$ cat src/rtl/spi_pkg.sv
// Shared types and helpers for the SPI master: FSM state encoding and a
// width helper that never returns zero.
package spi_pkg;

  typedef enum logic [1:0] {IDLE, SETUP, SHIFT, HOLD} spi_state_t;

  function automatic int clog2_min1(input int value);
    return (value < 2) ? 1 : $clog2(value);
  endfunction

endpackage

$ cat src/rtl/spi_clk_gen.sv
// Half-period tick generator: tick is high on every CLK_DIV-th cycle after
// the last clear, so the first tick lands exactly CLK_DIV cycles after clr drops.
module spi_clk_gen
  import spi_pkg::*;
#(
  parameter int CLK_DIV = 4
) (
  input  logic clk_in,
  input  logic rst_n_in,
  input  logic clr,
  output logic tick
);

  localparam int CW = clog2_min1(CLK_DIV);

  logic [CW-1:0] cnt;

  assign tick = (cnt == CW'(CLK_DIV - 1));

  always_ff @(posedge clk_in or negedge rst_n_in) begin
    if (!rst_n_in) begin
      cnt <= '0;
    end else if (clr || tick) begin
      cnt <= '0;
    end else begin
      cnt <= cnt + 1'b1;
    end
  end

endmodule

$ cat src/rtl/spi_master.sv
// SPI master, all CPOL/CPHA modes, one-hot active-low chip selects, valid/ready intake.
// Define SPI_MASTER_RX_EN to capture MISO into rx_data_out; otherwise the block is transmit-only.
module spi_master
  import spi_pkg::*;
#(
  parameter int DATA_WIDTH = 8,
  parameter int NUM_CS     = 1,
  parameter int CLK_DIV    = 4,
  parameter int CPOL       = 0,
  parameter int CPHA       = 0,
  parameter int CS_SETUP   = 1,
  parameter int CS_HOLD    = 1
) (
  input  logic                            clk_in,
  input  logic                            rst_n_in,
  input  logic [DATA_WIDTH-1:0]           data_in,
  input  logic [clog2_min1(NUM_CS)-1:0]   cs_idx_in,
  input  logic                            valid_in,
  output logic                            ready_out,
  output logic                            busy_out,
  output logic                            data_clk_out,
  output logic                            data_out,
  input  logic                            miso_in,
  output logic [NUM_CS-1:0]               sel_out,
  output logic [DATA_WIDTH-1:0]           rx_data_out,
  output logic                            rx_valid_out
);

  if (CLK_DIV < 1 || DATA_WIDTH < 2 || CS_SETUP < 1 || CS_HOLD < 1) begin : g_bad_param
    $error("spi_master: illegal parameter set");
  end

  localparam int   IW      = clog2_min1(NUM_CS);
  localparam int   NBITS2  = 2 * DATA_WIDTH;
  localparam int   PH_MAX  = (NBITS2 > CS_SETUP) ?
                             ((NBITS2 > CS_HOLD) ? NBITS2 : CS_HOLD) :
                             ((CS_SETUP > CS_HOLD) ? CS_SETUP : CS_HOLD);
  localparam int   PW      = $clog2(PH_MAX + 1);
  localparam logic IDLE_CK = 1'(CPOL);

  spi_state_t            state;
  logic [PW-1:0]         ph_cnt;
  logic [DATA_WIDTH-1:0] tx_sr;
  logic [NUM_CS-1:0]     sel_dec;
  logic                  tick;
  logic                  lead;
  logic                  shift_last;

  spi_clk_gen #(.CLK_DIV(CLK_DIV)) u_clk_gen (
    .clk_in   (clk_in),
    .rst_n_in (rst_n_in),
    .clr      (state == IDLE),
    .tick     (tick)
  );

  // An out-of-range index matches no select line, so the word is clocked out with CS idle.
  always_comb begin
    sel_dec = '1;
    for (int i = 0; i < NUM_CS; i++) begin
      if (cs_idx_in == IW'(i)) sel_dec[i] = 1'b0;
    end
  end

  assign lead       = ~ph_cnt[0];
  assign shift_last = (ph_cnt == PW'(NBITS2 - 1));

  always_ff @(posedge clk_in or negedge rst_n_in) begin
    if (!rst_n_in) begin
      state        <= IDLE;
      ready_out    <= 1'b1;
      busy_out     <= 1'b0;
      sel_out      <= '1;
      data_clk_out <= IDLE_CK;
      data_out     <= 1'b0;
      ph_cnt       <= '0;
      tx_sr        <= '0;
    end else begin
      case (state)
        IDLE: begin
          if (valid_in && ready_out) begin
            state     <= SETUP;
            ready_out <= 1'b0;
            busy_out  <= 1'b1;
            sel_out   <= sel_dec;
            tx_sr     <= data_in;
            ph_cnt    <= '0;
            if (CPHA == 0) data_out <= data_in[DATA_WIDTH-1];
          end
        end
        SETUP: begin
          if (tick) begin
            if (ph_cnt == PW'(CS_SETUP - 1)) begin
              state  <= SHIFT;
              ph_cnt <= '0;
            end else begin
              ph_cnt <= ph_cnt + 1'b1;
            end
          end
        end
        SHIFT: begin
          if (tick) begin
            data_clk_out <= ~data_clk_out;
            // CPHA=1 launches each bit on the leading edge; CPHA=0 already has the
            // MSB on the wire and launches the rest on trailing edges.
            if (lead) begin
              if (CPHA != 0) begin
                data_out <= tx_sr[DATA_WIDTH-1];
                tx_sr    <= {tx_sr[DATA_WIDTH-2:0], 1'b0};
              end
            end else if (CPHA == 0 && !shift_last) begin
              data_out <= tx_sr[DATA_WIDTH-2];
              tx_sr    <= {tx_sr[DATA_WIDTH-2:0], 1'b0};
            end
            if (shift_last) begin
              state  <= HOLD;
              ph_cnt <= '0;
            end else begin
              ph_cnt <= ph_cnt + 1'b1;
            end
          end
        end
        HOLD: begin
          if (tick) begin
            if (ph_cnt == PW'(CS_HOLD - 1)) begin
              state     <= IDLE;
              ready_out <= 1'b1;
              busy_out  <= 1'b0;
              sel_out   <= '1;
              ph_cnt    <= '0;
            end else begin
              ph_cnt <= ph_cnt + 1'b1;
            end
          end
        end
        default: state <= IDLE;
      endcase
    end
  end

`ifdef SPI_MASTER_RX_EN
  logic [DATA_WIDTH-1:0] rx_sr;
  logic                  sample_en;
  logic                  done;

  assign sample_en = (state == SHIFT) && tick && (lead == (CPHA == 0));
  assign done      = (state == HOLD) && tick && (ph_cnt == PW'(CS_HOLD - 1));

  always_ff @(posedge clk_in or negedge rst_n_in) begin
    if (!rst_n_in) begin
      rx_sr        <= '0;
      rx_data_out  <= '0;
      rx_valid_out <= 1'b0;
    end else begin
      rx_valid_out <= done;
      if (sample_en) rx_sr <= {rx_sr[DATA_WIDTH-2:0], miso_in};
      if (done) rx_data_out <= rx_sr;
    end
  end
`else
  logic unused_miso;

  assign unused_miso  = miso_in;
  assign rx_data_out  = '0;
  assign rx_valid_out = 1'b0;
`endif

endmodule

$ cat config.mk
export PLATFORM = sky130hd
export DESIGN_NAME = spi_master
export DESIGN_NICKNAME = d
export VERILOG_FILES = /design/src/rtl/spi_pkg.sv /design/src/rtl/spi_clk_gen.sv /design/src/rtl/spi_master.sv
export SDC_FILE = /design/constraint.sdc
export NUM_CORES = 1
export LEC_CHECK = 0
export ABC_AREA = 1
export BUFFER_PORTS_ARGS = -buffer_cell sky130_fd_sc_hd__buf_2
export CORE_ASPECT_RATIO = 1.25
export CORE_MARGIN = 2
export CORE_UTILIZATION = 40
export CTS_CLUSTER_SIZE = 25
export DETAILED_ROUTE_END_ITERATION = 10
export PLACE_DENSITY = 0.63
export SLEW_MARGIN = 30
export SYNTH_ARGS = -nofsm -noshare
export SYNTH_HDL_FRONTEND = slang
export SYNTH_SLANG_ARGS = --single-unit
export TNS_END_PERCENT = 20
$ cat constraint.sdc
create_clock -name clk_in -period 1.5 [get_ports clk_in]
set_clock_uncertainty 0.1 [all_clocks]
set_input_delay 0.15 -clock clk_in [delete_from_list [all_inputs] [get_ports clk_in]]
set_output_delay 0.15 -clock clk_in [all_outputs]
set_load 0.05 [all_outputs]
# Yosys cells after proc, flatten, opt, wreduce, memory -nomap -nowiden

Index checks and enable logic that the tools add are counted.
W data, S select, Z words.

Bits in registers: 21
Bits in latches: 0
RAM bits: 0
Bits in read-only memories: 0
Bits of input ports: 13
Output and inout bits: 14
Logic and storage cells: 75
Memories kept: 0

Add/subtract/negate cells: 2
Multiply operators: 0
Div/mod/pow operators: 0
$lt $le $gt $ge: 0
Eq/ne operators: 15
Shift-type cells: 0
Multiplexer cells: 36
Bitwise logic cells: 1
Reduce and logical (&&, ||, !) cells: 12

Operators with widths:

| kind                  | count |
|---|---|
| $mux W7               | 4 |
| $mux W5               | 5 |
| $mux W2               | 8 |
| $pmux W5 S3           | 1 |
| $pmux W7 S2           | 1 |
| $mux W1               | 12 |
| $ne A2 B2 Y1 const B  | 6 |
| $ne A2 B1 Y1 const B  | 4 |
| $pmux W1 S2           | 4 |
| $pmux W2 S4           | 1 |
| $reduce_and A7 Y1     | 1 |
| $eq A2 B2 Y1 const B  | 3 |
| $add A5 B1 Y5 const B | 1 |
| $eq A5 B4 Y1 const B  | 1 |
| $logic_not A5 Y1      | 1 |
| $reduce_and A5 Y1     | 1 |
| $reduce_and A4 Y1     | 1 |
| $reduce_bool A2 Y1    | 2 |
| $reduce_and A3 Y1     | 1 |
| $add A2 B1 Y2 const B | 1 |
| $eq A2 B1 Y1 const B  | 1 |
| $logic_not A2 Y1      | 1 |
| $reduce_and A2 Y1     | 1 |
| $reduce_or A2 Y1      | 1 |
| other kinds (3)       | 3 |

# Longest topological paths before layout

Depth after elaboration: 5
Gate-level depth with buffers: 11
Mapped depth without buffers: 11

# By module

From an unflattened synthesis, not the netlist that was laid out.

Cells, all modules: 174
Area, all modules: 1308.8 µm²

Modules (own cells, without submodules):

| module      | times used | cells each | area an instance (µm²) | seq. area each (µm²) |
|---|---|---|---|---|
| spi_master  | 1          | 165        | 1223.7                 | 478.0 |
| spi_clk_gen | 1          | 9          | 85.1                   | 50.0 |

# Worst setup path before layout

OpenSTA, ideal clock, no wires.

Path type: register to register
Start point: reg ready_out
End point: reg busy_out
Library setup time: 119 ps
Arrival: 1308 ps
Required time: 1281 ps
Setup slack: -27 ps
Stages on the path, launching flop included: 8
Path buffers: 0
Clock period less this slack: 1527 ps
Cell sequence: dfstp_2 -> nand2_1 -> nand2_1 -> inv_2 -> a21oi_4 -> nand2_1 -> nand2_1 -> nand2_1

Word-level cells in the longest chain between the ends: 3

RTL lines:

| item                               | RTL line          | source |
|---|---|---|
| from (decl)                        | spi_master.sv:19  | `output logic ready_out,` |
| from (signal assigned)             | spi_master.sv:70  | `ready_out <= 1'b1;` |
| from (signal assigned)             | spi_master.sv:82  | `ready_out <= 1'b0;` |
| from (signal assigned)             | spi_master.sv:126 | `ready_out <= 1'b1;` |
| $logic_and A1 B1 Y1                | spi_master.sv:80  | `if (valid_in && ready_out) begin` |
| $ne A2 B2 Y1 (no source line)      | -                 |  |
| $reduce_and A4 Y1 (no source line) | -                 |  |
| to (signal assigned)               | spi_master.sv:71  | `busy_out <= 1'b0;` |
| to (signal assigned)               | spi_master.sv:83  | `busy_out <= 1'b1;` |
| to (signal assigned)               | spi_master.sv:127 | `busy_out <= 1'b0;` |
| to (decl)                          | spi_master.sv:20  | `output logic busy_out,` |

Every way passes these cells.
A chain may end at the register's enable or synchronous reset.

# Worst setup path in the final report

Start point: reg ph_cnt[0]
End point: reg busy_out

Word-level cells in the longest chain between the ends: 3

RTL lines:

| item                               | RTL line          | source |
|---|---|---|
| from (decl)                        | spi_master.sv:42  | `logic [PW-1:0] ph_cnt;` |
| from (signal assigned)             | spi_master.sv:96  | `ph_cnt <= ph_cnt + 1'b1;` |
| from (signal assigned)             | spi_master.sv:118 | `ph_cnt <= ph_cnt + 1'b1;` |
| from (signal assigned)             | spi_master.sv:131 | `ph_cnt <= ph_cnt + 1'b1;` |
| $logic_not A5 Y1                   | spi_master.sv:124 | `if (ph_cnt == PW'(CS_HOLD - 1)) begin` |
| $ne A2 B2 Y1 (no source line)      | -                 |  |
| $reduce_and A4 Y1 (no source line) | -                 |  |

Every way passes these cells.

==> flow_summary.rst <==
.. list-table::
   :header-rows: 1

   * - Metric
     - Value
   * - Outcome
     - complete, but fails checks
   * - Failing checks
     - negative setup slack
   * - DIE WIDTH
     - 55.2 um
   * - Count of flip-flops with a built-in enable after synthesis
     - 0
   * - CTS tree
     - built
   * - Maximum number of pins on one net before global-route repair
     - 22
   * - Buffers on Ports
     - 16
   * - Reg2Reg Launch Point
     - ph_cnt[0]
   * - Combined flip-flop and latch cell area
     - 531 um2
   * - Number of placed instances with taps included
     - 239
   * - Iter 0 DRT Violations
     - 37
   * - Seq/Total Area, Yosys
     - 0.402
   * - Vias per cell
     - 5.06
   * - Cell family contributing the most delay on the critical path
     - flip-flops
   * - Layout-stage area growth over the synthesis result
     - 42.7%
   * - Number of antenna violations at the first check in global routing
     - 0
   * - Post-layout instance area
     - 0.00187 mm2
   * - Worst min-delay path class
     - input pin to flop
   * - Pwr/cell area
     - 552 mW/mm2
   * - Number of global-route vias before repair
     - 1228
   * - Worst hold margin
     - 34.9 ps
   * - Synth top area cells
     - sky130_fd_sc_hd__dfrtp_1 (36%), sky130_fd_sc_hd__nand2_1 (19%), sky130_fd_sc_hd__ha_1 (7.6%)
   * - Yosys synthesis warning count
     - 0
   * - Multi-input combinational cell area
     - 871 um2
   * - Final slew viol count
     - 0
   * - Hpwl dp
     - 2230 um
   * - Die footprint
     - 0.00376 mm2
   * - Minimum clock period
     - 1570 ps
   * - Worst ir drop on vdd
     - 0.428 mV
   * - Standard cell area after detailed placement
     - 0.00154 mm2
   * - Synth top cells by count
     - sky130_fd_sc_hd__nand2_1 (68), sky130_fd_sc_hd__nand3_1 (20), sky130_fd_sc_hd__dfrtp_1 (19)
   * - Global route total overflow
     - 0
   * - Netlist cell types
     - 24
   * - Peak per-stage delay on the critical path
     - 440 ps
   * - Total number of vias
     - 1260
   * - Post-route clock period utilization
     - 1.05
   * - Unrepaired setup endpoints after global routing
     - true
   * - Worst setup SP type
     - flop
   * - Post-detailed-route DRC marker count
     - 0
   * - Cell count along the critical path
     - 9
   * - Post-synthesis instance area
     - 0.00131 mm2
   * - Crit Path Category
     - flop to flop
   * - Overall routed net length
     - 3300 um
   * - Buffer type at the clock tree root
     - sky130_fd_sc_hd__clkbuf_8
   * - Die height
     - 68.0 um
   * - Number of nets with antenna violations after detailed routing
     - 0
   * - Proportion of register bits with asynchronous set or reset after synthesis
     - 1.00
   * - Buf+Inv Stages, Crit Path
     - 2
   * - Crit-path slowest cell
     - sky130_fd_sc_hd__dfrtp_2
   * - CP Launch Point
     - ph_cnt[0]
   * - Wire length per cell after detailed routing
     - 13.3 um
   * - Fmax
     - 0.638 GHz
   * - # Max-Cap Violations
     - 0
   * - Clock latency on the worst-skew pair
     - 260 ps
   * - R2r worst-path depth
     - 9
   * - Core region area
     - 0.00317 mm2
   * - Number of buffers on the longest clock path
     - 2
   * - Hold path start
     - data_in[0]
   * - CP Max Fanout
     - 7
   * - Ratio of cells with drive above 1 in the final layout
     - 0.443
   * - First drt pass iteration count
     - 4
   * - Endpoint kind of the worst setup timing path
     - flop
   * - Library cell with the highest instance count after synthesis
     - sky130_fd_sc_hd__nand2_1
   * - Most numerous cell on the critical path
     - sky130_fd_sc_hd__nand2_1
   * - Number of flip-flops and latches in the synthesized netlist
     - 21
   * - Worst path setup slack after routing
     - -67.9 ps
   * - Slew of the pin with the lowest slew margin
     - 505 ps
   * - Worst setup path end
     - busy_out
   * - Proportion of netlist area held by the largest area contributor
     - 0.362
   * - Main synth FF type
     - sky130_fd_sc_hd__dfrtp_1
   * - Number of standard cells in the final layout excluding fillers
     - 249
   * - I/O pins
     - 27
   * - Final-report hold violation count
     - 0
   * - Dpl ws
     - -159 ps
   * - Critical path required time
     - 1560 ps
   * - Clock transition time at the flip-flop clock pins of the worst setup and hold paths
     - 80 ps
   * - Reg-to-reg critical path endpoint
     - busy_out
   * - Total clock buffers created by CTS
     - 3
   * - Gate count after technology mapping
     - 170
   * - Overall power after layout
     - 1030 uW
   * - Last weighted congestion value of the routability-driven placer
     - 0.856
   * - Worst R2R Setup Slack
     - -70 ps
   * - Standby leakage power
     - 0.000937 uW
   * - Final Setup Violations
     - 7
   * - Ordered cell list for the critical path
     - inv_2 > ha_4 > inv_4 > nor2_4 > nand3_4 > a21oi_4 > nand2_2 > nand2_1 > nand2_1
   * - CTS sink count
     - 21
   * - Number of filler instances in the final layout
     - 274
   * - Number of nets in the layout
     - 234
   * - Arrival @ worst endpoint
     - 1630 ps
   * - Initial standard-cell utilization of the core
     - 0.415
   * - FP Rows
     - 23
   * - Total Routing Usage GR
     - 0.177
   * - Wire length of the first global-routing pass
     - 5240 um
   * - Area leader, netlist
     - sky130_fd_sc_hd__dfrtp_1
   * - Number of levels in the clock H-tree
     - 1
   * - Worst slew margin relative to its limit
     - 0.664
   * - Number of antenna diodes
     - 0
   * - Mean post-synth cell area
     - 7.72 um2
[placed cells by master, fill, tap and decap left out, drive strengths merged]
master / instances
a21oi: 3
and3: 1
buf: 41
clkbuf: 3
clkinv: 1
conb: 9
dfrtp: 19
dfstp: 2
dlygate4sd3: 1
ha: 8
inv: 16
nand2: 68
nand3: 21
nand4: 2
nor2: 4
nor3: 1
nor3b: 1
o21ai: 8
or2: 1
xnor2: 1
xor2: 1
[power breakdown]
part           leakage, uW  internal (uW)  switching, uW
logic             0.000649           16.1           70.3
clock network    0.0000255            185            196
registers         0.000263            566              0
total             0.000937            767            266
[kinds of logic (layout without fill, tap and decap cells)]
logic type,after synthesis,count (layout),synth area share
fa+ha+maj,8,8,0.0763
other cells,1,9,0.00286
xor+xnor,2,2,0.0133
compound gates,11,11,0.0648
flops,21,21,0.402
simple gates,99,99,0.328
buf+inv,28,62,0.112
[state kept, by name (all words and copies together), names as in the netlist]
signal / flops
u_clk_gen.cnt: 2
tx_sr: 7
busy_out: 1
data_clk_out: 1
state: 2
ph_cnt: 5
sel_out: 1
data_out: 1
ready_out: 1
[worst min-delay path: cells and delay by family]
kind	cells	cell delay, ps
buffers and inverters	1	80
AND/OR/NAND/NOR	2	130
[per-stage QoR]
step,TNS [ps],utilization
after floorplan,-136,-
after global placement,-837,0.485
after detailed placement,-1940,0.485
after CTS,-689,0.534
after global routing,-1450,0.592
final,-220,0.592
[layout make-up]
type | count | share of cell area
clock buffers | 3 | 0.0220
clock inverters | 1 | 0.00267
inverters | 16 | 0.0374
multi-input cells | 129 | 0.465
flip-flops and latches | 21 | 0.283
well taps | 37 | 0.0247
repair buffers | 42 | 0.165
[layer usage]
layer | vias to the layer above | track usage | part of all wire
met1 | 599 | 0.196 | 0.39
met5 | - | 0 | 0
li1 | 605 | - | -
met3 | 13 | 0.0246 | 0.039
met4 | 0 | 0.0793 | 0.031
met2 | 43 | 0.339 | 0.54
[worst min-delay path by stage]
stage                     end  slack [ps]  cells after the start
floorplan            busy_out        -250                      0
global placement    ph_cnt[3]          30                      1
detailed placement  ph_cnt[3]          50                      1
CTS                  tx_sr[0]          30                      3
global route         tx_sr[0]          40                      3
finish               tx_sr[0]          30                      3
[timing repair]
item | in CTS | in global routing
pin swaps | 8 | 17
gates resized for setup | 21 | 35
hold buffers | 1 | 0
endpoints found under the hold margin | 19 | 0
buffers inserted | 2 | 3
endpoints found under the setup margin | 18 | 18
Power figures use the tool's default switching activity.
